==> src/rtl/multi_cycle_ctrl.sv <==
`default_nettype none
// +----------------------------------------------------------------------+
// | multi_cycle_ctrl : miniRV multi-cycle control FSM (F/D/E/M/W + trap)   |
// | Revision 1.0                                                           |
// +----------------------------------------------------------------------+
module multi_cycle_ctrl #(
  parameter int TIMEOUT = 16
) (
  input  logic       clk,
  input  logic       rst_n,
  input  logic       start,
  input  logic [6:0] opcode,
  output logic       imem_req,
  input  logic       imem_ack,
  output logic       dmem_req,
  output logic       dmem_we,
  input  logic       dmem_ack,
  output logic       ir_we,
  output logic       pc_we,
  output logic       pc_sel,
  output logic       alu_src,
  output logic       rf_we,
  output logic [1:0] wb_sel,
  output logic       illegal,
  output logic       timeout,
  output logic [2:0] state
);

  localparam int WD_W = $clog2(TIMEOUT + 1);

  typedef enum logic [2:0] {
    S_IDLE   = 3'd0,
    S_FETCH  = 3'd1,
    S_DECODE = 3'd2,
    S_EXEC   = 3'd3,
    S_MEM    = 3'd4,
    S_WB     = 3'd5,
    S_TRAP   = 3'd6
  } state_t;

  typedef enum logic [2:0] {
    C_NONE  = 3'd0,
    C_R     = 3'd1,
    C_I     = 3'd2,
    C_LOAD  = 3'd3,
    C_JALR  = 3'd4,
    C_STORE = 3'd5,
    C_U     = 3'd6
  } class_t;

  state_t          r_state;
  state_t          w_next;
  class_t          r_class;
  class_t          w_class;
  logic [WD_W-1:0] r_wd;
  logic            r_illegal;
  logic            r_timeout;
  logic            w_req;
  logic            w_ack;
  logic            w_wd_expire;

  always_comb begin
    w_class = C_NONE;
    case (opcode)
      7'b0110011: w_class = C_R;
      7'b0010011: w_class = C_I;
      7'b0000011: w_class = C_LOAD;
      7'b1100111: w_class = C_JALR;
      7'b0100011: w_class = C_STORE;
      7'b0110111: w_class = C_U;
      default:    w_class = C_NONE;
    endcase
  end

  assign w_req       = (r_state == S_FETCH) || (r_state == S_MEM);
  assign w_ack       = (r_state == S_FETCH) ? imem_ack :
                       (r_state == S_MEM)   ? dmem_ack : 1'b0;
  // Ack in the final allowed req cycle still completes the transfer.
  assign w_wd_expire = w_req && !w_ack && (r_wd == WD_W'(TIMEOUT - 1));

  always_comb begin
    w_next   = r_state;
    imem_req = 1'b0;
    dmem_req = 1'b0;
    dmem_we  = 1'b0;
    ir_we    = 1'b0;
    pc_we    = 1'b0;
    pc_sel   = 1'b0;
    alu_src  = 1'b0;
    rf_we    = 1'b0;
    wb_sel   = 2'b00;
    case (r_state)
      S_IDLE: begin
        if (start) w_next = S_FETCH;
      end
      S_FETCH: begin
        imem_req = 1'b1;
        if (imem_ack) begin
          ir_we  = 1'b1;
          w_next = S_DECODE;
        end else if (w_wd_expire) begin
          w_next = S_TRAP;
        end
      end
      S_DECODE: begin
        w_next = (w_class == C_NONE) ? S_TRAP : S_EXEC;
      end
      S_EXEC: begin
        alu_src = (r_class != C_R);
        w_next  = (r_class == C_LOAD || r_class == C_STORE) ? S_MEM : S_WB;
      end
      S_MEM: begin
        dmem_req = 1'b1;
        dmem_we  = (r_class == C_STORE);
        if (dmem_ack) begin
          if (r_class == C_STORE) begin
            pc_we  = 1'b1;
            w_next = start ? S_FETCH : S_IDLE;
          end else begin
            w_next = S_WB;
          end
        end else if (w_wd_expire) begin
          w_next = S_TRAP;
        end
      end
      S_WB: begin
        pc_we  = 1'b1;
        rf_we  = (r_class != C_STORE);
        pc_sel = (r_class == C_JALR);
        case (r_class)
          C_LOAD:  wb_sel = 2'b01;
          C_JALR:  wb_sel = 2'b10;
          C_U:     wb_sel = 2'b11;
          default: wb_sel = 2'b00;
        endcase
        w_next = start ? S_FETCH : S_IDLE;
      end
      S_TRAP: begin
        w_next = S_TRAP;
      end
      default: begin
        w_next = S_IDLE;
      end
    endcase
  end

  always_ff @(posedge clk or negedge rst_n) begin
    if (!rst_n) begin
      r_state   <= S_IDLE;
      r_class   <= C_NONE;
      r_wd      <= '0;
      r_illegal <= 1'b0;
      r_timeout <= 1'b0;
    end else begin
      r_state <= w_next;
      if (r_state == S_DECODE) r_class <= w_class;
      if (r_state == S_DECODE && w_class == C_NONE) r_illegal <= 1'b1;
      if (w_wd_expire) r_timeout <= 1'b1;
      if ((w_next == S_FETCH || w_next == S_MEM) && (w_next != r_state)) begin
        r_wd <= '0;
      end else if (w_req && !w_ack && !w_wd_expire) begin
        r_wd <= r_wd + 1'b1;
      end
    end
  end

  assign illegal = r_illegal;
  assign timeout = r_timeout;
  assign state   = r_state;

endmodule
`default_nettype wire
==> config.mk <==
export PLATFORM = sky130hd
export DESIGN_NAME = multi_cycle_ctrl
export DESIGN_NICKNAME = d
export VERILOG_FILES = /design/src/rtl/multi_cycle_ctrl.sv
export SDC_FILE = /design/constraint.sdc
export NUM_CORES = 1
export LEC_CHECK = 0
export BUFFER_PORTS_ARGS = -buffer_cell sky130_fd_sc_hd__buf_4
export CAP_MARGIN = 20
export CORE_MARGIN = 3
export CORE_UTILIZATION = 50
export DETAILED_ROUTE_END_ITERATION = 6
export GPL_TIMING_DRIVEN = 0
export HOLD_SLACK_MARGIN = 0.12
export PLACE_DENSITY = 0.78
export SLEW_MARGIN = 20
export SYNTH_ARGS = -nofsm -noshare
export SYNTH_HDL_FRONTEND = slang
export SYNTH_SLANG_ARGS = --single-unit
==> constraint.sdc <==
create_clock -name clk -period 2.25 [get_ports clk]
set_input_delay 0.3375 -clock clk [delete_from_list [all_inputs] [get_ports clk]]
set_output_delay 0.3375 -clock clk [all_outputs]
set_load 0.01 [all_outputs]
==> results of run 1 <==
-- critical path, stage by stage (launching register included) --
cell	delay (ns)
sky130_fd_sc_hd__dfrtp_1	0.40
sky130_fd_sc_hd__ha_1	0.18
sky130_fd_sc_hd__and3_1	0.18
sky130_fd_sc_hd__ha_2	0.29
sky130_fd_sc_hd__nand2_1	0.08
sky130_fd_sc_hd__o311ai_1	0.35
sky130_fd_sc_hd__and3b_4	0.29
sky130_fd_sc_hd__a2111oi_4	0.26
-- stage by stage --
| stage | TNS (ns) | area, um2 | hold slack [ns] | std cells | setup WS [ns] |
|---|---|---|---|---|---|
| floorplan | 0 | 965 | 0.0419 | 99 | 0.224 |
| global route | 0 | 1250 | 0.387 | 156 | 0.00372 |
| CTS | 0 | 1230 | 0.382 | 156 | 0.0532 |
| finish | 0 | 1250 | 0.393 | 156 | 0.135 |
| detailed placement | -0.146 | 1190 | 0.196 | 150 | -0.0475 |
| global placement | 0 | 1190 | 0.191 | 150 | 0.0284 |
-- per-layer routing --
metal	vias up	global-route usage
li1	423	-
met1	407	0.228
met2	27	0.359
met3	4	0.0423
met4	0	0.0783
met5	-	0
-- cell families (layout without fill, tap and decap cells) --
family	count (synthesis)	after routing	share of synthesized area
and+or+nand+nor	46	46	0.309
AOI/OAI and AO/OA	21	21	0.197
DFF	13	13	0.337
xor gates and xnor gates	8	8	0.0726
buffers and inverters	8	40	0.0480
adders and majority gates	2	2	0.0259
muxes	1	1	0.0104
-- layout make-up --
class	count	area, um2	share of cell area
clock buffers	4	26.3	0.0210
multi-input cells	78	607	0.486
plain buffers	4	31.3	0.0251
repair buffers	28	213	0.170
flip-flops and latches	13	325	0.261
well taps	25	31.3	0.0251
inverters	4	15.0	0.0120
-- layout by cell type, fill, tap and decap left out, drive strengths merged, types with 3 or more instances in the layout --
cell,Yosys,layout
nor2,5,5
xor2,7,7
nand2b,4,4
nand2,8,8
nor3b,5,5
clkbuf,1,5
dfrtp,13,13
o21ai,7,7
nor4,3,3
inv,4,4
buf,3,30
and3b,3,3
a21oi,3,3
nor3,4,4
-- sequential cells by signal (all words and copies together) (netlist names) --
| register | flops |
|---|---|
| r_class | 3 |
| state | 3 |
| timeout | 1 |
| illegal | 1 |
| r_wd | 5 |
-- timing repair --
item                                    CTS  global route
hold buffers                              1             0
endpoints found under the setup margin    5             5
endpoints found under the hold margin    13             0
gates resized for setup                   1             2
buffers inserted                          1             0
pin swaps                                 1             0
-- where the power goes --
group / switching (W) / internal (W) / total (W)
clock network: 0.0000732 / 0.0000687 / 0.000142
logic: 0.000426 / 0.000415 / 0.000841
registers: 0.0000679 / 0.000302 / 0.000370
total: 0.000567 / 0.000785 / 0.00135
-- worst max path at each step --
stage / start / slack, ns / endpoint
global route: r_wd[0] / 0.004 / r_wd[3]
CTS: r_wd[0] / 0.05 / r_wd[3]
detailed placement: r_wd[0] / -0.05 / r_wd[3]
finish: r_wd[0] / 0.14 / r_wd[4]
floorplan: r_wd[0] / 0.22 / r_wd[0]
global placement: r_wd[0] / 0.03 / r_wd[0]
==> results.json, run 1 <==
{
  "outcome": "completed",
  "final-max-slew-violation-count": 0,
  "worst_hold_path.endpoint": "state[1]",
  "yosys_most_used_dff": "sky130_fd_sc_hd__dfrtp_1",
  "first_pass_iters": 4,
  "timing_worst_slew_pin_value_ns": 0.692,
  "ctsRootBufferMaster": "sky130_fd_sc_hd__clkbuf_4",
  "cap_violations": 0,
  "met2WireLength_um": 1130,
  "cp-start-kind": "flop",
  "total_power_w": 0.00135,
  "ant_nets": 0,
  "area_growth_synth_to_finish_pct": 29.4,
  "worstSetupPathType": "flop to flop",
  "min_path_type": "input port to flop",
  "synthCells": 99,
  "layout_min_cycle_time_ns": 2.11,
  "drc": 0,
  "setup_viol": 0,
  "h-tree-depth": 1,
  "grt_usage": 0.200,
  "post-route-period-util": 0.940,
  "worst_setup_path_end_kind": "flop",
  "hold_path_startpoint": "dmem_ack",
  "synth_enable_flop_cells": 0,
  "warnings_from_yosys": 0,
  "hold_vio_cnt_final": 0,
  "synthDistinctLibCells": 40,
  "finish.utilization": 0.700,
  "top_signal_layer_used": "met4",
  "num_rows": 15,
  "cts_num_sinks": 13,
  "synthMostInstantiatedCell": "sky130_fd_sc_hd__dfrtp_1",
  "flip_flop_and_latch_count_after_synthesis": 13,
  "grt-ovfl-total": 0,
  "vdd_drop_max_mv": 0.714,
  "reg2reg_depth": 7,
  "antenna_found_initial": 0,
  "cts.reportedPaths.clkPinSlew_ns": 0.08,
  "final_clock_skew_ns": 0.00617,
  "floorplan.core_area_um2": 1780,
  "gp_congestion": 0.764,
  "power_density_nw_per_um2": 1080,
  "syn-num-nets": 113,
  "boundaryPins": 27,
  "detail_route.iter0.violations": 14,
  "post-dp-hpwl_um": 1810,
  "drt-vias-per-instance": 5.52,
  "vias_in_the_first_global_route": 887,
  "synth_area_leader_cell": "sky130_fd_sc_hd__dfrtp_1",
  "antenna_cells": 0,
  "met3_length_um": 110,
  "routed-via-count": 861,
  "routedLengthMet1_um": 962,
  "first_pass_grt_wire_length_um": 3860,
  "timing.rr.start": "r_wd[0]",
  "combined_area_of_all_synthesized_cells_um2": 965,
  "timing.reg2reg.setup_slack_ns": 0.14,
  "yosys-top-cells-count": "sky130_fd_sc_hd__dfrtp_1 (13), sky130_fd_sc_hd__nand2_1 (8), sky130_fd_sc_hd__o21ai_0 (7), sky130_fd_sc_hd__xor2_1 (7)",
  "crit_required_ns": 2.42,
  "cts_tree": "done",
  "cp_data_arrival_time_ns": 2.29,
  "post_synth_main_area_contributors": "sky130_fd_sc_hd__dfrtp_1 (34%), sky130_fd_sc_hd__xor2_1 (6.4%), sky130_fd_sc_hd__nor3b_1 (3.9%), sky130_fd_sc_hd__o21ai_0 (3.6%), sky130_fd_sc_hd__nand2_1 (3.1%)",
  "die_h_um": 49.9,
  "timing.max_slew.rel_slack": 0.534,
  "timing.hold.worst_path_depth": 2,
  "clk_path_buf_depth": 2,
  "final_nets": 146,
  "die_area_um2": 2490,
  "detail_route.wirelength_um": 2240,
  "rsz_0062_raised_after_global_routing": "false",
  "initial_core_util": 0.541,
  "clkLatencyLatePin_ns": 0.27,
  "cts_made_buffers": 3,
  "timing.rr.end": "r_wd[4]",
  "io_buffer_count": 26,
  "synth_seq_area_share": 0.337,
  "pin_count_of_the_biggest_net_entering_global_routing": 14,
  "chipWidth_um": 49.9,
  "maxClockFrequency_mhz": 473,
  "path_max_fanout": 6,
  "drt-wirelength-per-cell_um": 14.3,
  "nFillCells": 143,
  "static-leakage-power_nw": 0.581,
  "postSynth.asyncResetShare": 1.00,
  "drive_gt1_frac": 0.344,
  "synth.avg_cell_area_um2": 9.74,
  "yosys.area.top_type_share": 0.337
}
Note: power is estimated with default switching activity, not from simulation.
==> inputs of run 2 (changes only) <==
--- a/config.mk
+++ b/config.mk
@@ -9,10 +9,12 @@
 export CAP_MARGIN = 20
 export CORE_MARGIN = 3
 export CORE_UTILIZATION = 50
+export CTS_BUF_LIST = sky130_fd_sc_hd__clkbuf_4
 export DETAILED_ROUTE_END_ITERATION = 6
 export GPL_TIMING_DRIVEN = 0
 export HOLD_SLACK_MARGIN = 0.12
 export PLACE_DENSITY = 0.78
+export RECOVER_POWER = 25
 export SLEW_MARGIN = 20
 export SYNTH_ARGS = -nofsm -noshare
 export SYNTH_HDL_FRONTEND = slang
==> run 2 against run 1 <==
  * Total power rose by 0.82%
  * Setup slack about the same
  * Worst hold slack is essentially flat
  * Cell area did not move
  * First-iteration DRC count is the same
  * Global-route usage stayed put
  * Cell count unchanged
  * Flip-flop and latch count unchanged
  * Register-to-register slack about the same
  * Critical path depth unchanged
  * Highest routed layer unchanged
==> results.json, run 2 (same netlist as run 1, synthesis figures left out) <==
{
  "rsz_0062_raised_after_global_routing": "false",
  "final-max-slew-violation-count": 0,
  "post_layout_nonfiller_instances": 156,
  "power.share.switching": 0.416,
  "power.share.clock": 0.113,
  "switchingPower_w": 0.000567,
  "power_density_nw_per_um2": 1090,
  "worst_setup_path_end_kind": "flop",
  "p_int_w": 0.000797,
  "layout_setup_ws_ns": 0.136,
  "detail_route.wirelength_um": 2230,
  "post-dp-hpwl_um": 1810,
  "boundaryPins": 27,
  "die_area_um2": 2490,
  "ant_nets": 0,
  "layout_min_cycle_time_ns": 2.11,
  "ctsRootBufferMaster": "sky130_fd_sc_hd__clkbuf_4",
  "largest_register_ff_count": 5,
  "drive_gt1_frac": 0.344,
  "timing.max_slew.rel_slack": 0.534,
  "timing.rr.end": "r_wd[4]",
  "antenna_found_initial": 0,
  "cts.reportedPaths.clkPinSlew_ns": 0.08,
  "drt-vias-per-instance": 5.52,
  "static-leakage-power_nw": 0.580,
  "final_nets": 146,
  "worst_hold_path.endpoint": "state[1]",
  "finish.utilization": 0.700,
  "vdd_drop_max_mv": 0.714,
  "timing.critical_path.from": "r_wd[0]",
  "maxClockFrequency_mhz": 473,
  "chipWidth_um": 49.9,
  "antenna_cells": 0,
  "hold_path_startpoint": "dmem_ack",
  "detail_route.iter0.violations": 14,
  "power_frac_seq": 0.271,
  "grt-ovfl-total": 0,
  "cts_tree": "done",
  "grt_usage": 0.200,
  "largest_register": "r_wd",
  "most-common-layout-cells": "sky130_fd_sc_hd__buf_4 (26), sky130_fd_sc_hd__dfrtp_1 (13), sky130_fd_sc_hd__nand2_1 (8)",
  "min_path_type": "input port to flop",
  "cts_num_sinks": 13,
  "combinationalPowerShare": 0.616,
  "clkLatencyLatePin_ns": 0.27,
  "pin_count_of_the_biggest_net_entering_global_routing": 14,
  "timing.hold.worst_path_depth": 2,
  "crit_required_ns": 2.42,
  "floorplan.core_area_um2": 1780,
  "gp_congestion": 0.764,
  "post-route-period-util": 0.940,
  "placedCellCount": 150,
  "drt-wirelength-per-cell_um": 14.3,
  "die_h_um": 49.9,
  "cap_violations": 0,
  "clk_path_buf_depth": 2,
  "timing_worst_slew_pin_value_ns": 0.692,
  "cp-start-kind": "flop",
  "outcome": "completed",
  "reg2reg_depth": 7,
  "final_clock_skew_ns": 0.00620,
  "cts_made_buffers": 3,
  "worstSetupPathType": "flop to flop",
  "area_growth_synth_to_finish_pct": 29.4,
  "initial_core_util": 0.541,
  "path_max_fanout": 6,
  "num_rows": 15,
  "hold_vio_cnt_final": 0,
  "h-tree-depth": 1,
  "timing.rr.start": "r_wd[0]",
  "layout.cells.most_common": "sky130_fd_sc_hd__buf_4",
  "first_pass_grt_wire_length_um": 3860,
  "drc": 0,
  "vias_in_the_first_global_route": 887,
  "io_buffer_count": 26,
  "pre_cts_ws_ns": -0.0475,
  "first_pass_iters": 4,
  "routed-via-count": 861,
  "setup_viol": 0,
  "total_power_w": 0.00136,
  "timing.hold.ws_ns": 0.393,
  "cp_data_arrival_time_ns": 2.29,
  "timing.reg2reg.setup_slack_ns": 0.14
}
[run 2: worst max-delay path by stage]
stage / end / slack [ns]
2_1_floorplan: r_wd[0] / 0.22
3_3_place_gp: r_wd[0] / 0.03
3_5_place_dp: r_wd[3] / -0.05
4_1_cts: r_wd[3] / 0.05
5_1_grt: r_wd[3] / 0.004
6_report: r_wd[4] / 0.14
[run 2: repair_timing]
action	4_1_cts	5_1_grt
hold buffers	1	0
endpoints found under the setup margin	5	5
buffers inserted	1	0
pin swaps	1	0
resized for setup	1	2
hold endpoints to repair	13	0
[run 2: routing by layer]
layer	GRT usage	up-vias	part of all wire
met5	0	-	0
met3	0.0423	4	0.049
met2	0.359	27	0.51
met1	0.228	407	0.43
met4	0.0783	0	0.015
li1	-	423	-
[run 2: metrics by stage]
| stage | TNS (ns) | area (um2) |
|---|---|---|
| 6_report | 0 | 1250 |
| 2_1_floorplan | 0 | 965 |
| 4_1_cts | 0 | 1240 |
| 3_3_place_gp | 0 | 1190 |
| 5_1_grt | 0 | 1250 |
| 3_5_place_dp | -0.146 | 1190 |
[run 2: worst max-delay path, cell delays in order, from the launching register on]
cell and delay (ns):
sky130_fd_sc_hd__dfrtp_1 0.40, sky130_fd_sc_hd__ha_1 0.18, sky130_fd_sc_hd__and3_1 0.18, sky130_fd_sc_hd__ha_2 0.29, sky130_fd_sc_hd__nand2_1 0.08, sky130_fd_sc_hd__o311ai_1 0.35, sky130_fd_sc_hd__and3b_4 0.29, sky130_fd_sc_hd__a2111oi_4 0.26
[run 2: cell type report]
type | count | area, um2
plain buffers | 4 | 31.3
inverters | 4 | 15.0
multi-input cells | 78 | 607
fillers | 145 | 534
clock buffers | 4 | 30.0
repair buffers | 28 | 209
flip-flops and latches | 13 | 325
well taps | 25 | 31.3
[run 2: power groups by stage]
stage / Combinational, W / Clock, W / Sequential (W)
CTS: 0.000823 / 0.000157 / 0.000368
floorplan: 0.000575 / 0 / 0.000370
finish: 0.000840 / 0.000154 / 0.000370
global route: 0.000912 / 0.000169 / 0.000381
detailed placement: 0.000795 / 0 / 0.000374
global placement: 0.000764 / 0 / 0.000367
==> inputs of run 3 (changes only) <==
--- a/config.mk
+++ b/config.mk
@@ -11,7 +11,6 @@
 export CORE_UTILIZATION = 50
 export CTS_BUF_LIST = sky130_fd_sc_hd__clkbuf_4
 export DETAILED_ROUTE_END_ITERATION = 6
-export GPL_TIMING_DRIVEN = 0
 export HOLD_SLACK_MARGIN = 0.12
 export PLACE_DENSITY = 0.78
 export RECOVER_POWER = 25
==> constraint.sdc (replaced) <==
create_clock -name clk -period 2.1 [get_ports clk]
set_input_delay 0.315 -clock clk [delete_from_list [all_inputs] [get_ports clk]]
set_output_delay 0.315 -clock clk [all_outputs]
set_load 0.01 [all_outputs]
==> run 3 against run 2 <==
  * Routed wire length rose by 6.3%
  * Non-clock buffer count rose by 9
  * Count of clock-buffer cells in the layout fell by 1
  * Critical path depth fell by 2
  * Register-to-register slack got worse by 0.05 ns
  * Setup slack got worse by 0.054 ns
  * Critical path type is now flop to output pin
  * Via count rose by 7.9%
  * Largest cell class unchanged
  * Global-route usage rose by 0.86 points
  * First-iteration DRC count did not move
  * Cell area rose by 5.2%
  * Highest routed layer unchanged
==> results.json, run 3 (same netlist as run 1, synthesis figures left out) <==
{
  "timing.hold.ws_ns": 0.375,
  "path_max_fanout": 7,
  "finish.utilization": 0.737,
  "grt-ovfl-total": 0,
  "largest_register": "r_wd",
  "post_layout_nonfiller_instances": 165,
  "first_pass_grt_wire_length_um": 4030,
  "layout.cells.most_common": "sky130_fd_sc_hd__buf_4",
  "rsz_0062_raised_after_global_routing": "true",
  "clkLatencyLatePin_ns": 0.29,
  "final_nets": 155,
  "post-route-period-util": 0.961,
  "cts.reportedPaths.clkPinSlew_ns": 0.09,
  "io_buffer_count": 26,
  "boundaryPins": 27,
  "static-leakage-power_nw": 0.627,
  "timing_worst_slew_pin_value_ns": 0.751,
  "crit_required_ns": 1.78,
  "chipWidth_um": 49.9,
  "ctsRootBufferMaster": "sky130_fd_sc_hd__clkbuf_4",
  "vias_in_the_first_global_route": 947,
  "initial_core_util": 0.541,
  "timing.max_slew.rel_slack": 0.500,
  "outcome": "completed",
  "gp_congestion": 0.796,
  "maxClockFrequency_mhz": 495,
  "cts_num_sinks": 13,
  "worstSetupPathType": "flop to output pin",
  "ant_nets": 0,
  "first_pass_iters": 4,
  "cts_tree": "done",
  "floorplan.core_area_um2": 1780,
  "drt-wirelength-per-cell_um": 14.4,
  "setup_viol": 0,
  "layout_setup_ws_ns": 0.0814,
  "die_h_um": 49.9,
  "nFillCells": 131,
  "final_clock_skew_ns": 0.0151,
  "cts_made_buffers": 3,
  "pin_count_of_the_biggest_net_entering_global_routing": 14,
  "largest_register_ff_count": 5,
  "detail_route.wirelength_um": 2380,
  "final-max-slew-violation-count": 0,
  "post-dp-hpwl_um": 1780,
  "total_power_w": 0.00153,
  "drive_gt1_frac": 0.414,
  "pre_cts_ws_ns": -0.000414,
  "vdd_drop_max_mv": 0.783,
  "hold_vio_cnt_final": 0,
  "power_density_nw_per_um2": 1170,
  "cp-start-kind": "flop",
  "clk_path_buf_depth": 2,
  "antenna_found_initial": 0,
  "drt-vias-per-instance": 5.63,
  "die_area_um2": 2490,
  "worst_setup_path_end_kind": "output pin",
  "routed-via-count": 929,
  "detail_route.iter0.violations": 14,
  "grt_usage": 0.209,
  "min_path_type": "input port to flop",
  "most-common-layout-cells": "sky130_fd_sc_hd__buf_4 (39), sky130_fd_sc_hd__dfrtp_1 (12), sky130_fd_sc_hd__nand2_1 (8)",
  "h-tree-depth": 1,
  "num_rows": 15,
  "layout_min_cycle_time_ns": 2.02,
  "cap_violations": 0,
  "antenna_cells": 0,
  "drc": 0,
  "cp_data_arrival_time_ns": 1.70,
  "placedCellCount": 157,
  "area_growth_synth_to_finish_pct": 36.2
}
run 3: cell count changes in the layout (fill, tap and decap cells not counted), sizes merged:
cell | previous run | this run
clkinv | 0 | 1
buf | 29 | 39
clkbuf | 6 | 4
run 3: layer usage:
layer,GRT usage,wire length [um]
met1,0.244,1060
met2,0.352,1150
met5,0,0
met3,0.0302,115
met4,0.134,53
run 3: worst max-delay path, cell delays in order (launching register included):
cell                      delay, ns
sky130_fd_sc_hd__dfrtp_2       0.47
sky130_fd_sc_hd__buf_4         0.18
sky130_fd_sc_hd__nor3b_1       0.33
sky130_fd_sc_hd__buf_4         0.19
sky130_fd_sc_hd__and2_1        0.12
sky130_fd_sc_hd__buf_4         0.11
run 3: area by class of cell:
type                    instances  area (um2)  share of cell area
multi-input cells              78         607               0.462
repair buffers                 41         307               0.233
flip-flops and latches         13         327               0.249
well taps                      25        31.3              0.0238
inverters                       4        15.0              0.0114
clock inverters                 1        5.00             0.00381
clock buffers                   3        22.5              0.0171
run 3: through the flow:
step	setup TNS (ns)	instance area, um2
after floorplan	0	965
after global placement	0	1240
after detailed placement	-0.000414	1240
after CTS	0	1290
after global routing	-0.0143	1310
final	0	1310
run 3: final timing paths:
path,cells past startpoint,endpoint,slack [ns],from
worst min-delay path,3,state[2],0.38,dmem_ack
worst min register to register,1,timeout,0.46,timeout
min in group asynchronous,2,r_wd[3],0.60,rst_n
worst max register to register,7,r_wd[4],0.09,r_wd[0]
max in group asynchronous,2,state[1],0.99,rst_n
worst max-delay path,5,dmem_we,0.08,state[1]
run 3: report_power, final:
part           internal [W]  switching [W]  total (W)
combinational      0.000503       0.000456   0.000958
sequential         0.000324      0.0000883   0.000413
clock             0.0000710      0.0000901   0.000161
total              0.000898       0.000634    0.00153
run 3: what timing repair did:
action,4_1_cts,5_1_grt
gates resized for setup,1,4
pin swaps,1,1
hold buffers,1,0
hold endpoints to repair,13,0
setup buffers,1,2
cloned,0,0
endpoints found under the setup margin,5,7
